==> config.mk <==
export PLATFORM = sky130hd
export DESIGN_NAME = rggen_apb_host_adapter
export DESIGN_NICKNAME = d
export VERILOG_FILES = /design/src/rtl/rggen_rtl_pkg.sv /design/src/rtl/rggen_or_reducer.sv /design/src/rtl/rggen_apb_host_adapter.sv
export SDC_FILE = /design/constraint.sdc
export NUM_CORES = 1
export LEC_CHECK = 0
export BUFFER_PORTS_ARGS = -buffer_cell sky130_fd_sc_hd__buf_2
export CAP_MARGIN = 25
export CORE_MARGIN = 8
export CORE_UTILIZATION = 38
export DETAILED_ROUTE_END_ITERATION = 16
export PLACE_DENSITY = 0.83
export SYNTH_ARGS = -nofsm -noshare
export SYNTH_HDL_FRONTEND = slang
export SYNTH_HIERARCHICAL = 1
export SYNTH_SLANG_ARGS = --single-unit
export TNS_END_PERCENT = 20
==> constraint.sdc <==
create_clock -name i_clk -period 3.45 [get_ports i_clk]
set_clock_uncertainty 0.2 [all_clocks]
set_input_delay 0.69 -clock i_clk [delete_from_list [all_inputs] [get_ports i_clk]]
set_output_delay 0.69 -clock i_clk [all_outputs]
set_load 0.05 [all_outputs]
==> src/rtl/rggen_rtl_pkg.sv <==
// Shared register-bus types: access direction, response status and host adapter FSM states.
package rggen_rtl_pkg;

  typedef enum logic {
    RGGEN_READ  = 1'b0,
    RGGEN_WRITE = 1'b1
  } rggen_direction;

  typedef enum logic [1:0] {
    RGGEN_OKAY         = 2'b00,
    RGGEN_EXOKAY       = 2'b01,
    RGGEN_SLAVE_ERROR  = 2'b10,
    RGGEN_DECODE_ERROR = 2'b11
  } rggen_status;

  typedef enum logic [1:0] {
    IDLE    = 2'd0,
    ACCESS  = 2'd1,
    RESPOND = 2'd2
  } rggen_adapter_state;

  // Both error encodings have the upper bit set; OKAY/EXOKAY do not.
  function automatic logic rggen_is_error(rggen_status status);
    return status[1];
  endfunction

endpackage

==> src/rtl/rggen_or_reducer.sv <==
// OR-reduces N WIDTH-bit slices, keeping only the slices whose mask bit is set.
module rggen_or_reducer #(
  parameter int unsigned WIDTH = 32,
  parameter int unsigned N     = 4
) (
  input  logic [N-1:0]       i_mask,
  input  logic [WIDTH*N-1:0] i_data,
  output logic [WIDTH-1:0]   o_data_c
);

  // Masked OR across all slices.
  always_comb begin
    o_data_c = '0;
    for (int i = 0; i < int'(N); i++) begin
      if (i_mask[i]) begin
        o_data_c = o_data_c | i_data[WIDTH*i +: WIDTH];
      end
    end
  end

endmodule

==> src/rtl/rggen_apb_host_adapter.sv <==
// APB3/APB4 slave to internal register-bus bridge with decode-error and watchdog timeout.
module rggen_apb_host_adapter
  import rggen_rtl_pkg::*;
#(
  parameter int unsigned ADDRESS_WIDTH  = 16,
  parameter int unsigned BUS_WIDTH      = 32,
  parameter int unsigned REGISTERS      = 4,
  parameter int unsigned TIMEOUT_CYCLES = 256
) (
  input  logic                           i_clk,
  input  logic                           i_rst,
  input  logic                           i_psel,
  input  logic                           i_penable,
  input  logic [ADDRESS_WIDTH-1:0]       i_paddr,
  input  logic [2:0]                     i_pprot,
  input  logic                           i_pwrite,
  input  logic [BUS_WIDTH/8-1:0]         i_pstrb,
  input  logic [BUS_WIDTH-1:0]           i_pwdata,
  output logic                           o_pready,
  output logic [BUS_WIDTH-1:0]           o_prdata,
  output logic                           o_pslverr,
  output logic                           o_reg_valid,
  output rggen_direction                 o_reg_direction,
  output logic [ADDRESS_WIDTH-1:0]       o_reg_address,
  output logic [BUS_WIDTH-1:0]           o_reg_write_data,
  output logic [BUS_WIDTH-1:0]           o_reg_strobe,
  input  logic [REGISTERS-1:0]           i_reg_active,
  input  logic [REGISTERS-1:0]           i_reg_ready,
  input  logic [2*REGISTERS-1:0]         i_reg_status,
  input  logic [BUS_WIDTH*REGISTERS-1:0] i_reg_read_data
);

  localparam int unsigned STRB_W = BUS_WIDTH / 8;
  localparam int unsigned LSB_W  = $clog2(STRB_W);
  localparam int unsigned CNT_W  = (TIMEOUT_CYCLES > 2) ? $clog2(TIMEOUT_CYCLES) : 1;
  localparam logic [ADDRESS_WIDTH-1:0] ADDR_MASK = ~ADDRESS_WIDTH'((2 ** LSB_W) - 1);

  // Protection attributes carry no meaning for the register blocks.
  logic unused_pprot;
  assign unused_pprot = ^i_pprot;

  rggen_adapter_state          state_q, state_d;
  logic [CNT_W-1:0]            count_q, count_d;
  logic                        valid_q, valid_d;
  rggen_direction              dir_q, dir_d;
  logic [ADDRESS_WIDTH-1:0]    addr_q, addr_d;
  logic [BUS_WIDTH-1:0]        wdata_q, wdata_d;
  logic [BUS_WIDTH-1:0]        strobe_q, strobe_d;
  logic                        pready_q, pready_d;
  logic                        pslverr_q, pslverr_d;
  logic [BUS_WIDTH-1:0]        prdata_q, prdata_d;

  logic [BUS_WIDTH-1:0]        data_or_c;
  logic [1:0]                  status_or_c;
  logic                        timeout_hit_c;
  logic                        resp_done_c;
  rggen_status                 resp_status_c;
  logic [BUS_WIDTH-1:0]        resp_data_c;

  rggen_or_reducer #(
    .WIDTH (BUS_WIDTH),
    .N     (REGISTERS)
  ) u_data_reducer (
    .i_mask   (i_reg_active),
    .i_data   (i_reg_read_data),
    .o_data_c (data_or_c)
  );

  rggen_or_reducer #(
    .WIDTH (2),
    .N     (REGISTERS)
  ) u_status_reducer (
    .i_mask   (i_reg_active),
    .i_data   (i_reg_status),
    .o_data_c (status_or_c)
  );

  assign timeout_hit_c = (TIMEOUT_CYCLES != 0) &&
                         (count_q == CNT_W'(TIMEOUT_CYCLES - 1));

  // Response selection: decode error, then slice ready, then watchdog expiry.
  always_comb begin
    resp_done_c   = 1'b0;
    resp_status_c = RGGEN_OKAY;
    resp_data_c   = '0;
    if (i_reg_active == '0) begin
      resp_done_c   = 1'b1;
      resp_status_c = RGGEN_DECODE_ERROR;
    end else if (|(i_reg_active & i_reg_ready)) begin
      resp_done_c   = 1'b1;
      resp_status_c = rggen_status'(status_or_c);
      resp_data_c   = data_or_c;
    end else if (timeout_hit_c) begin
      resp_done_c   = 1'b1;
      resp_status_c = RGGEN_SLAVE_ERROR;
    end
  end

  // State register.
  always_ff @(posedge i_clk or posedge i_rst) begin
    if (i_rst) begin
      state_q <= IDLE;
    end else begin
      state_q <= state_d;
    end
  end

  // Next-state logic.
  always_comb begin
    state_d = state_q;
    case (state_q)
      IDLE:    if (i_psel && !i_penable) state_d = ACCESS;
      ACCESS:  if (resp_done_c)          state_d = RESPOND;
      RESPOND:                           state_d = IDLE;
      default:                           state_d = IDLE;
    endcase
  end

  // Output/datapath next values: command capture, watchdog count and APB response.
  always_comb begin
    count_d   = count_q;
    dir_d     = dir_q;
    addr_d    = addr_q;
    wdata_d   = wdata_q;
    strobe_d  = strobe_q;
    valid_d   = (state_d == ACCESS);
    pready_d  = (state_d == RESPOND);
    pslverr_d = 1'b0;
    prdata_d  = '0;

    if ((state_q == IDLE) && (state_d == ACCESS)) begin
      count_d = '0;
      dir_d   = i_pwrite ? RGGEN_WRITE : RGGEN_READ;
      addr_d  = i_paddr & ADDR_MASK;
      wdata_d = i_pwdata;
      for (int i = 0; i < int'(STRB_W); i++) begin
        strobe_d[8*i +: 8] = {8{i_pstrb[i]}};
      end
      if (!i_pwrite) begin
        strobe_d = '1;
      end
    end

    if (state_q == ACCESS) begin
      if (count_q != '1) begin
        count_d = count_q + CNT_W'(1);
      end
      if (state_d == RESPOND) begin
        pslverr_d = rggen_is_error(resp_status_c);
        if ((dir_q == RGGEN_READ) && !rggen_is_error(resp_status_c)) begin
          prdata_d = resp_data_c;
        end
      end
    end
  end

  // Output and datapath registers.
  always_ff @(posedge i_clk or posedge i_rst) begin
    if (i_rst) begin
      count_q   <= '0;
      valid_q   <= 1'b0;
      dir_q     <= RGGEN_READ;
      addr_q    <= '0;
      wdata_q   <= '0;
      strobe_q  <= '0;
      pready_q  <= 1'b0;
      pslverr_q <= 1'b0;
      prdata_q  <= '0;
    end else begin
      count_q   <= count_d;
      valid_q   <= valid_d;
      dir_q     <= dir_d;
      addr_q    <= addr_d;
      wdata_q   <= wdata_d;
      strobe_q  <= strobe_d;
      pready_q  <= pready_d;
      pslverr_q <= pslverr_d;
      prdata_q  <= prdata_d;
    end
  end

  assign o_pready         = pready_q;
  assign o_pslverr        = pslverr_q;
  assign o_prdata         = prdata_q;
  assign o_reg_valid      = valid_q;
  assign o_reg_direction  = dir_q;
  assign o_reg_address    = addr_q;
  assign o_reg_write_data = wdata_q;
  assign o_reg_strobe     = strobe_q;

endmodule

==> flow_summary.json <==
{
  "fp.dieW_um": 126,
  "cp-end-kind": "flop",
  "cts_resized": 0,
  "path_max_fanout": 39,
  "netlist_area_um2": 4580,
  "grt_pass1_wl_um": 23800,
  "drt_iter0_drc": 287,
  "row_count": 40,
  "slowest_delay_ns": 0.92,
  "timing.rr.end": "o_reg_write_data[2]",
  "max_slew_margin": 0.528,
  "synth.avg_cell_area_um2": 9.32,
  "wl_per_cell_um": 16.8,
  "maxCapViolCount": 0,
  "hp-class": "in2async",
  "root_buffer": "clkbuf_16",
  "utilization": 0.528,
  "final.period_utilization": 0.648,
  "antenna_found_initial": 1,
  "ioPinCount": 320,
  "port_buffers": 308,
  "h-tree-depth": 3,
  "cts_made_buffers": 9,
  "cp_slowest_cell": "or4b_2",
  "cp.arrival_ns": 2.25,
  "power_density_nw_per_um2": 646,
  "cts_tree": "done",
  "hpwlAfterDp_um": 12200,
  "core_area_um2": 11900,
  "avgViaCountPerCell": 4.85,
  "drc": 0,
  "vdd_drop_max_mv": 0.233,
  "reg2reg_setup_slack_ns": 1.22,
  "p_total_mw": 4.05,
  "die_y_um": 126,
  "fin_crit_ns": 2.23,
  "cp_cell_sequence": "or4b_2, buf_4, nand2_1, nand2_1",
  "max_freq_ghz": 0.448,
  "reg2reg_depth": 4,
  "timing.rr.start": "state_q[0]",
  "dr.pass1.iters": 4,
  "crit_required_ns": 3.47,
  "initial_core_util": 0.386,
  "hold_viol": 0,
  "grt_usage": 0.187,
  "rsz0062_at_grt": "false",
  "ys_warn_count": 6,
  "fillers": 1099,
  "gp_congestion": 0.812,
  "ant_nets": 0,
  "multi_input_area_um2": 1730,
  "ctsHoldBuffers": 0,
  "wirelength_um": 15300,
  "grt-ovfl-total": 0,
  "grt_pass1_vias": 4516,
  "slew_viol_final": 0,
  "crit_path_start_kind": "flop",
  "setup_tns_ns": 0,
  "ctsLongestPathBuffers": 2,
  "power.leakage_nw": 3.58,
  "syn2layout_area_growth_pct": 36.9,
  "critPathKind": "reg2reg",
  "clk_pin_slew_worst_paths_ns": 0.07,
  "postSynthCellCount": 491,
  "final_nets": 963,
  "clkSinkCount": 96,
  "critPathBufInv": 1,
  "drive_gt1_frac": 0.440,
  "num_vias": 4417,
  "setup_violations": 0,
  "grt_max_degree": 57,
  "regArea_um2": 2400,
  "status": "completed",
  "clock_latency_ns": 0.33,
  "postCtsSetupBuffers": 0,
  "worst_pin_slew_ns": 0.708,
  "cpLargestDelayFamily": "simple AND/OR/NAND/NOR gates",
  "path_common_cell": "nand2_1",
  "die-area_um2": 15800
}
[worst max path at each step]
stage | startpoint | end | slack [ns] | cells past startpoint
finish | state_q[0] | o_reg_write_data[2] | 1.22 | 4
global route | state_q[0] | o_reg_write_data[14] | 1.12 | 4
CTS | state_q[0] | o_reg_write_data[2] | 1.21 | 4
detailed placement | i_penable | o_reg_write_data[12] | 0.90 | 5
global placement | i_penable | o_reg_write_data[25] | 0.94 | 5
floorplan | i_rst | count_q[0] | 0.05 | 1
[metal layers]
| layer | wire length [um] | up-vias | global-route usage |
|---|---|---|---|
| li1 | - | 2150 | - |
| met1 | 5780 | 2027 | 0.198 |
| met2 | 7630 | 222 | 0.328 |
| met3 | 1680 | 18 | 0.0907 |
| met4 | 212 | 0 | 0.0467 |
| met5 | 0 | - | 0 |
[power breakdown]
group	total, mW	switching, mW	internal, mW	leakage (nW)
Clock	1.08	0.442	0.643	0.153
Combinational	1.56	1.19	0.362	2.19
Sequential	1.41	0.107	1.30	1.24
[final cells by class]
type / count / share of cell area
flip-flops and latches: 96 / 0.383
multi-input cells: 331 / 0.276
repair buffers: 313 / 0.254
clock buffers: 9 / 0.0359
well taps: 147 / 0.0294
clock inverters: 7 / 0.0162
inverters: 7 / 0.00459
diodes: 1 / 0.000399
[cell usage in the layout (no fill, tap or decap), types with 5 or more instances in the layout]
cell / count
clkbuf_16: 9
buf_2: 308
o21ai_1: 5
and2_1: 33
nand2_1: 179
inv_1: 6
a22oi_1: 68
nor2_1: 6
a21oi_1: 5
nand3_1: 5
dfrtp_1: 96
[registers in the layout (all words and copies together), names as in the netlist]
signal and flops:
count_q 8, o_prdata 32, o_pready 1, o_pslverr 1, o_reg_address 14, o_reg_direction 1, o_reg_strobe 4, o_reg_valid 1
o_reg_write_data 32, state_q 2
[worst reg2reg max path: cells and delay by family, from the launching register on]
family	cells	cell delay, ns
flip-flops	1	0.44
AND/OR/NAND/NOR	3	1.13
buffers and inverters	1	0.36
[metrics by stage]
| step | instance area (um^2) | std cells | worst slack, ns | hold slack, ns |
|---|---|---|---|---|
| after global routing | 6260 | 911 | 1.12 | 0.279 |
| after CTS | 6260 | 910 | 1.21 | 0.274 |
| after detailed placement | 5940 | 894 | 0.903 | 0.257 |
| after floorplan | 4580 | 492 | 0.0546 | 0.248 |
| after global placement | 5940 | 894 | 0.945 | 0.251 |
| final | 6260 | 911 | 1.22 | 0.248 |
Note: power is estimated with default switching activity, not from simulation.
